==> config.mk <==
export PLATFORM = sky130hd
export DESIGN_NAME = pkt_rr_arbiter
export DESIGN_NICKNAME = d
export VERILOG_FILES = /design/src/rtl/pkt_rr_arbiter.sv
export SDC_FILE = /design/constraint.sdc
export NUM_CORES = 1
export LEC_CHECK = 0
export BUFFER_PORTS_ARGS = -buffer_cell sky130_fd_sc_hd__buf_2
export CORE_ASPECT_RATIO = 1.1
export CORE_MARGIN = 2
export CORE_UTILIZATION = 30
export DETAILED_ROUTE_END_ITERATION = 16
export GPL_TIMING_DRIVEN = 0
export PLACE_DENSITY = 0.48
export SLEW_MARGIN = 20
export SYNTH_ARGS = -nofsm -noshare
export SYNTH_HDL_FRONTEND = slang
export SYNTH_SLANG_ARGS = --single-unit
==> constraint.sdc <==
create_clock -name clk156 -period 6.6 [get_ports clk156]
set_input_delay 1.32 -clock clk156 [delete_from_list [all_inputs] [get_ports clk156]]
set_output_delay 1.32 -clock clk156 [all_outputs]
set_load 0.05 [all_outputs]
==> src/rtl/pkt_rr_arbiter.sv <==
// Generic synchronous FIFO with occupancy count; head word presented combinationally.
// Latency: a pushed word is visible at the head the cycle after the push.
// Backpressure: push ignored when full, pop ignored when empty; callers gate on count.
module fifo #(
    parameter int W     = 8,
    parameter int DEPTH = 2,
    parameter int CW    = $clog2(DEPTH + 1)
) (
    input  logic          clk156,
    input  logic          sys_rst_n,
    input  logic          push_vld,
    input  logic [W-1:0]  push_dat,
    input  logic          pop_rdy,
    output logic [W-1:0]  head_dat,
    output logic [CW-1:0] count
);
    localparam int AW = (DEPTH > 1) ? $clog2(DEPTH) : 1;
    localparam logic [AW-1:0] LAST_IDX = AW'(DEPTH - 1);
    localparam logic [CW-1:0] FULL     = CW'(DEPTH);

    logic [W-1:0]  mem [DEPTH];
    logic [AW-1:0] wr_ptr;
    logic [AW-1:0] rd_ptr;
    logic          do_push;
    logic          do_pop;

    assign do_push  = push_vld && (count != FULL);
    assign do_pop   = pop_rdy && (count != '0);
    assign head_dat = mem[rd_ptr];

    // Storage needs no reset: count gates every use of it.
    always_ff @(posedge clk156) begin
        if (do_push) begin
            mem[wr_ptr] <= push_dat;
        end
    end

    always_ff @(posedge clk156 or negedge sys_rst_n) begin
        if (!sys_rst_n) begin
            wr_ptr <= '0;
            rd_ptr <= '0;
            count  <= '0;
        end else begin
            if (do_push) begin
                wr_ptr <= (wr_ptr == LAST_IDX) ? '0 : wr_ptr + AW'(1);
            end
            if (do_pop) begin
                rd_ptr <= (rd_ptr == LAST_IDX) ? '0 : rd_ptr + AW'(1);
            end
            count <= count + CW'(do_push) - CW'(do_pop);
        end
    end
endmodule

// Per-packet round-robin merge of two FWFT sources into one FWFT output, with overlength truncation.
// Latency: source seen non-empty in IDLE at cycle N, pushed at N+1, output non-empty at N+2.
// Backpressure: 2-word output buffer; source reads stop when it is full, 1 word/cycle sustained.
module pkt_rr_arbiter #(
    parameter int DATA_W    = 74,
    parameter int MAX_WORDS = 32
) (
    input  logic              clk156,
    input  logic              sys_rst_n,
    output logic              fifo0_rd_en,
    input  logic [DATA_W-1:0] fifo0_dout,
    input  logic              fifo0_empty,
    output logic              fifo1_rd_en,
    input  logic [DATA_W-1:0] fifo1_dout,
    input  logic              fifo1_empty,
    input  logic              rd_en,
    output logic [DATA_W-1:0] dout,
    output logic              empty,
    output logic [31:0]       pkt_cnt0,
    output logic [31:0]       pkt_cnt1,
    output logic [15:0]       trunc_cnt
);
    localparam int TLAST_BIT = 72;
    localparam int TUSER_BIT = 73;

    localparam logic [1:0] ST_IDLE    = 2'd0;
    localparam logic [1:0] ST_FWD     = 2'd1;
    localparam logic [1:0] ST_DISCARD = 2'd2;

    localparam logic [15:0] WC_LAST = 16'(MAX_WORDS - 1);

    logic [1:0]        state;
    logic              gnt;
    logic              last_gnt;
    logic [15:0]       wc;
    logic [1:0]        buf_count;
    logic              src_empty;
    logic [DATA_W-1:0] src_dat;
    logic              src_last;
    logic              push_vld;
    logic [DATA_W-1:0] push_dat;
    logic              drop_vld;
    logic              pop_rdy;
    logic              trunc_hit;

    assign src_empty = gnt ? fifo1_empty : fifo0_empty;
    assign src_dat   = gnt ? fifo1_dout : fifo0_dout;
    assign src_last  = src_dat[TLAST_BIT];

    // Push decision uses the registered buffer count, so a full buffer never pushes even when popping.
    assign push_vld  = (state == ST_FWD) && !src_empty && (buf_count < 2'd2);
    assign drop_vld  = (state == ST_DISCARD) && !src_empty;
    assign trunc_hit = (wc == WC_LAST) && !src_last;

    assign fifo0_rd_en = !gnt && (push_vld || drop_vld);
    assign fifo1_rd_en =  gnt && (push_vld || drop_vld);

    assign pop_rdy = rd_en && !empty;
    assign empty   = (buf_count == 2'd0);

    always_comb begin
        push_dat = src_dat;
        if (trunc_hit) begin
            push_dat[TLAST_BIT] = 1'b1;
            push_dat[TUSER_BIT] = 1'b1;
        end
    end

    fifo #(
        .W     (DATA_W),
        .DEPTH (2)
    ) u_out_buf (
        .clk156    (clk156),
        .sys_rst_n (sys_rst_n),
        .push_vld  (push_vld),
        .push_dat  (push_dat),
        .pop_rdy   (pop_rdy),
        .head_dat  (dout),
        .count     (buf_count)
    );

    always_ff @(posedge clk156 or negedge sys_rst_n) begin
        if (!sys_rst_n) begin
            state     <= ST_IDLE;
            gnt       <= 1'b0;
            last_gnt  <= 1'b1;
            wc        <= '0;
            pkt_cnt0  <= '0;
            pkt_cnt1  <= '0;
            trunc_cnt <= '0;
        end else begin
            case (state)
                ST_IDLE: begin
                    wc <= '0;
                    if (!fifo0_empty && !fifo1_empty) begin
                        gnt   <= !last_gnt;
                        state <= ST_FWD;
                    end else if (!fifo0_empty) begin
                        gnt   <= 1'b0;
                        state <= ST_FWD;
                    end else if (!fifo1_empty) begin
                        gnt   <= 1'b1;
                        state <= ST_FWD;
                    end
                end
                ST_FWD: begin
                    if (push_vld) begin
                        wc <= wc + 16'd1;
                        if (trunc_hit || src_last) begin
                            if (gnt) begin
                                pkt_cnt1 <= pkt_cnt1 + 32'd1;
                            end else begin
                                pkt_cnt0 <= pkt_cnt0 + 32'd1;
                            end
                        end
                        if (trunc_hit) begin
                            state <= ST_DISCARD;
                            if (trunc_cnt != 16'hFFFF) begin
                                trunc_cnt <= trunc_cnt + 16'd1;
                            end
                        end else if (src_last) begin
                            state    <= ST_IDLE;
                            last_gnt <= gnt;
                        end
                    end
                end
                ST_DISCARD: begin
                    // Tail of an overlength packet is drained silently up to its real tlast.
                    if (drop_vld && src_last) begin
                        state    <= ST_IDLE;
                        last_gnt <= gnt;
                    end
                end
                default: begin
                    state <= ST_IDLE;
                end
            endcase
        end
    end
endmodule
# == Yosys cells after proc, flatten, opt, wreduce, memory -nomap -nowiden ==
# Memory sizes are Yosys's and may differ from the RTL's.
# Cells that the tools add are included.
# word_totals
reg_bits,104
mem_bits_rw,148
inputBits,153
output_inout_bits,157
wordCells,90
n_memories,1
# memory_table
memory,depth,width,read_ports,rd_ports_with_merged_regs,wr,line_no,source
u_out_buf.mem,2,74,1,0,1,21,logic [W-1:0] mem [DEPTH];
# classes
n_addsub,8
n_lt_le_gt_ge,1
eq_ne,12
n_mux,25
bitwise,1
n_reduce_logical,32
# ops
op,n
74-bit 2-to-1 mux,1
"32-bit by 1-bit adder with 32-bit output, second input constant",2
"16-bit by 1-bit adder with 16-bit output, second input constant",2
16-bit one-hot mux with 2 select lines,1
"16-bit by 5-bit == test with 1-bit output, second input constant",1
16-bit 2-to-1 mux,1
2-bit 2-to-1 mux,8
"16-bit inequality test, second input constant",1
4-bit AND reduction,4
1-bit 2-to-1 mux,12
1-bit logical AND,11
"2-bit inequality test, second input constant",4
1-bit zero test,7
2-bit one-hot mux with 3 select lines,1
2-bit nonzero test,3
5-bit AND reduction,1
2-bit zero test,2
"4-bit inequality test, second input constant",1
2-bit AND reduction,2
"3-bit by 2-bit inequality test with 1-bit output, second input constant",1
"3-bit inequality test, second input constant",1
"1-bit adder, second input constant",2
2-bit by 1-bit adder with 2-bit output,1
"2-bit by 1-bit == test with 1-bit output, second input constant",1
7 further kinds,8

# == Depth between registers and ports, before layout ==
# logic_depth
ltp_word,7
ltp_mapped,8
depth_no_buf,7

# == Cells and area by module ==
# From an unflattened synthesis, not the netlist that was laid out.
# unflattened
cells_unflattened,800
area_unflattened_um2,11539.8
# by_module_without_submodules
module,n_inst,cells_each,area_per_inst_um2,seq_area_each_um2
pkt_rr_arbiter,1,548,5783.0,2503.7
fifo,1,252,5756.8,4544.4

# == Worst setup path before layout ==
# Ideal clock, no wire load.
# synth_timing
path_type,input to register
start,input fifo1_empty
end,memory u_out_buf.mem[0][0] in the netlist's numbering (enable)
setup_time_ns,0.507
arrival_time_ns,4.836
required_time_ns,6.093
slack_ns,1.256
cell_stages,3
n_path_buf,0
path_cell_list,mux2i_1 > nand2_1 > nor2_1
# synth_via
elab_chain_cells,7
# synth_rtl
item,line_no,source
from (decl),69,"input logic fifo1_empty,"
1-bit 2-to-1 mux,100,assign src_empty = gnt ? fifo1_empty : fifo0_empty;
1-bit zero test,105,assign push_vld = (state == ST_FWD) && !src_empty && (buf_count < 2'd2);
1-bit logical AND (2 in series),105,
1-bit logical AND,27,assign do_push = push_vld && (count != FULL);
1-bit 2-to-1 mux,33,if (do_push) begin
1-bit 2-to-1 mux (implied by the code),34,mem[wr_ptr] <= push_dat;
to (decl),21,
# Every way passes these cells.

# == Final worst setup path ==
# layout_timing
start,register gnt
end,output fifo0_rd_en
# layout_via
elab_chain_cells,6
word_cells_on_any_way,8
classes_between,mux (1); reduce/logical (7)
# layout_rtl
item,line_no,source
from (decl),87,logic gnt;
from (signal assigned),150,gnt <= !last_gnt;
1-bit 2-to-1 mux,100,
1-bit zero test,"105, 106",
1-bit logical AND (2 in series),105,
1-bit logical OR,109,assign fifo0_rd_en = !gnt && (push_vld || drop_vld);
1-bit logical AND *,109,
to (decl),64,"output logic fifo0_rd_en,"
# Every way passes the cells marked *; elsewhere a longest branch is shown, timed or not.

==> summary.md <==
| Metric | Value |
|---|---|
| Number of synthesized flops with an enable pin | `148` |
| Max Fclk | `about 250 MHz` |
| P_sw | `between 2 and 2.5 mW` |
| Min cycle time layout | `4.05 ns` |
| Initial Util | `30.3%` |
| Sequential share of power | `35.0%` |
| WL per Instance | `18.3 microns` |
| Top_reg_cell synth | `edfxtp_1` |
| Final Util | `just under 40%` |
| CP max stage cell | `clkbuf_1` |
| Flop-to-flop setup slack | `3.82 ns` |
| Remaining DRCs | `0` |
| Combinational Power Share | `40.3%` |
| Die area | `0.0390 sq mm` |
| Layout cells sized above 1 | `45.2%` |
| Vias/cell | `4.63` |
| YS warnings | `0` |
| Vias | `7700` |
| Clock Tree Root | `clkbuf_16` |
| PortBufs | `309` |
| Slew @ Worst Pin | `1.06 ns` |
| DP Cell Count | `1608` |
| Worst path bufs/invs | `4` |
| CTS resizes | `0` |
| Post-Syn Nets | `957` |
| Crit-path max FO | `10` |
| Slowest stage delay, CP | `roughly 0.67 ns` |
| Crit. End Element | `output pin` |
| Top delay family on crit path | `buffers and inverters` |
| Non-Filler Instances | `1663` |
| Final wirelength | `30400 microns` |
| Largest net degree at the start of global routing | `74` |
| Number of max-cap violations | `0` |
| Post-DRT Antenna Nets | `0` |
| Slew Limit Fails | `0` |
| Yosys cell types | `48` |
| Hold path cells | `1` |
| Async SR Flop Fraction | `41.3%` |
| H-Tree Depth | `1` |
| CP required | `5.28 ns` |
| First DRT Iteration DRCs | `261` |
| GRT overflow | `0` |
| CTS Buf Count | `29` |
| Tcrit/Tclk final | `61.4%` |
| CP Cell Sequence | `buf_6, clkbuf_1, clkbuf_1, nor3_1, buf_2` |
| Clock tree buffer depth | `3` |
| Setup ws final | `2.55 ns` |
| Clk pwr share | `24.7%` |
| Clock transition at path regs | `0.07 ns` |
| Pre-CTS setup slack | `2.98 ns` |
| Layout overhead on the synthesized area | `29.0%` |
| CP Class | `flop to output pin` |
| Cells after synthesis | `798` |
| Cell mode on critical path | `clkbuf_1` |
| Hold Path End | `pkt_cnt1[31]` |
| P_leak | `6.11 nW` |
| Tightest Hold Check Type | `flop to flop` |
| Status | `completed` |
| Detailed Routing Iterations Pass 1 | `4` |
| Post-CTS Repair Setup Buffers | `0` |
| Initial antenna violation count | `3` |
| R2r startpoint | `state[1]` |
| Routability-driven placement congestion ratio | `0.764` |
| # hold bufs at CTS | `0` |
| Crit Reg-Reg Endpoint | `pkt_cnt0[17]` |
| Final HPWL DP | `22200 microns` |
| Cell Int Power | `3.71 mW` |
| TNS Setup | `0 ns` |
| Die height | `207 microns` |
| Worst vdd ir | `181 uV` |
| Netlist Area Pre-Place | `0.0112 sq mm` |
| Placement Rows | `between 70 and 80` |
| Critical Path AT | `between 2 and 3 ns` |
| Clk sinks | `252` |
| CTS tree | `done` |
| Max_slew headroom | `29.1%` |
| Critical path launch point type | `flop` |
| Area leader, netlist | `edfxtp_1` |
| Final Hold Fails | `0` |
| Sw Share | `40.1%` |
| Final Total Pwr | `6.20 mW` |
| Final #Nets | `~1300` |
| First-pass GRT wire length | `around 45000 microns` |
| Core area | `between 0.03 and 0.04 sq mm` |
| Setup Skew | `around 0.013 ns` |
| Hold_sp | `pkt_cnt1[31]` |
| RSZ-0062 raised after global routing | `false` |
| Worst-Skew Late Latency | `0.55 ns` |
| Total I/O pin count | `310` |
| Avg Inst Size Synth | `14.1 sq um` |
| Power Density | `428 mW/mm^2` |
| Top-area cell type share of the netlist area | `approximately two fifths` |
| Die width | `189 microns` |
| Area contributors post-synth | `edfxtp_1, dfrtp_1, mux2_2` |
| Final setup fails | `0` |
| Number of global-route vias before repair | `7582` |
| Register area share after synthesis | `a little over three fifths` |
| Total Routing Usage GR | `between 15 and 20%` |
| Synth Register Bits | `approximately 250` |
| R2R depth | `8` |
==> synth_stat cells, types with 6 or more instances <==
cell type	instances
and3_1	16
clkbuf_1	22
dfrtp_1	103
edfxtp_1	148
ha_1	6
inv_1	11
mux2_2	151
nand2_1	34
nand3_1	38
nand4_1	26
nor2_1	37
nor3_1	29
nor4_1	14
o21ai_0	10
xnor2_1	51
xor2_1	40
==> metal layers <==
metal  up-vias  part of all wire (%)  track usage [%]  wire [microns]
met5         -                 0.023                0               7
met4         2                  0.87             3.01             266
met3        21                   9.5             4.62            2900
met2       263                    48             25.6           14500
met1      3735                    42             19.1           12800
li1       3679                     -                -               -
==> metrics by stage <==
stage | area [sq um] | hold slack [ns]
after floorplan | 11200 | 0.460
after global placement | 13400 | 0.455
after detailed placement | 13600 | 0.465
after CTS | 14500 | 0.478
after global routing | 14500 | 0.481
final | 14500 | 0.475
==> layout by cell type (no fill, tap or decap), drive strengths merged, types with 26 or more instances in the layout <==
master  netlist  final
xnor2        51     51
mux2        152    152
clkbuf       22     54
edfxtp      148    148
nand3        38     38
xor2         40     40
buf           7    323
nand4        26     26
nand2        34     34
nor2         37     37
dfrtp       103    103
nor3         31     31
==> sequential cells by signal, indices dropped and copies added (netlist names) <==
| register | flops |
|---|---|
| u_out_buf.count | 2 |
| u_out_buf.mem | 148 |
| wc | 16 |
| u_out_buf.rd_ptr | 1 |
| gnt | 1 |
| trunc_cnt | 16 |
| pkt_cnt1 | 32 |
| state | 2 |
| pkt_cnt0 | 32 |
| last_gnt | 1 |
| u_out_buf.wr_ptr | 1 |
==> power by group through the flow <==
stage               clock [mW]  combinational, mW  sequential (mW)
finish                    1.53               2.50             2.17
global route              1.66               2.67             2.20
CTS                       1.59               2.56             2.17
detailed placement           0               2.55             2.20
global placement             0               2.47             2.23
floorplan                    0               1.71             2.28
==> kinds of logic (layout without fill, tap and decap cells) <==
logic type | after synthesis | count (layout) | share of synthesized area, %
DFF | 252 | 252 | 62.7
and+or+nand+nor | 227 | 227 | 10.9
muxes | 155 | 155 | 15.5
xor gates and xnor gates | 91 | 91 | 7.09
buffers and inverters | 40 | 409 | 1.49
AOI/OAI and AO/OA | 27 | 27 | 1.59
adders and majority gates | 6 | 6 | 0.668
other | 0 | 2 | 0
==> area by class of cell <==
cell class                 instances  area [sq um]
inverter                          11          41.3
clock buffer                      32           737
clock inverter                    21           165
timing repair buffer             316          1720
tap                              494           618
sequential                       252          7050
antenna                            2          5.00
fill                            3629         22500
buffer                            29           126
multi-input combinational        506          4040
==> worst max-delay path by stage <==
stage	start	end	slack (ns)	cells past startpoint
after floorplan	fifo1_empty	u_out_buf.mem[0][0]	1.26	3
after detailed placement	gnt	fifo0_rd_en	2.98	5
after CTS	gnt	fifo0_rd_en	2.37	5
final	gnt	fifo0_rd_en	2.55	5
after global routing	gnt	fifo0_rd_en	2.30	5
after global placement	fifo1_empty	u_out_buf.mem[0][7]	-1.44	4
==> worst reg2reg max path, cell delays in order, from the launching register on <==
cell	delay, ns
dfrtp_1	0.35
buf_2	0.17
nor3b_1	0.50
nand2_1	0.39
inv_1	0.34
o21ai_2	0.15
clkbuf_1	0.33
nor3_1	0.31
xor2_1	0.16
No activity file was read; power rests on OpenSTA's default activity.
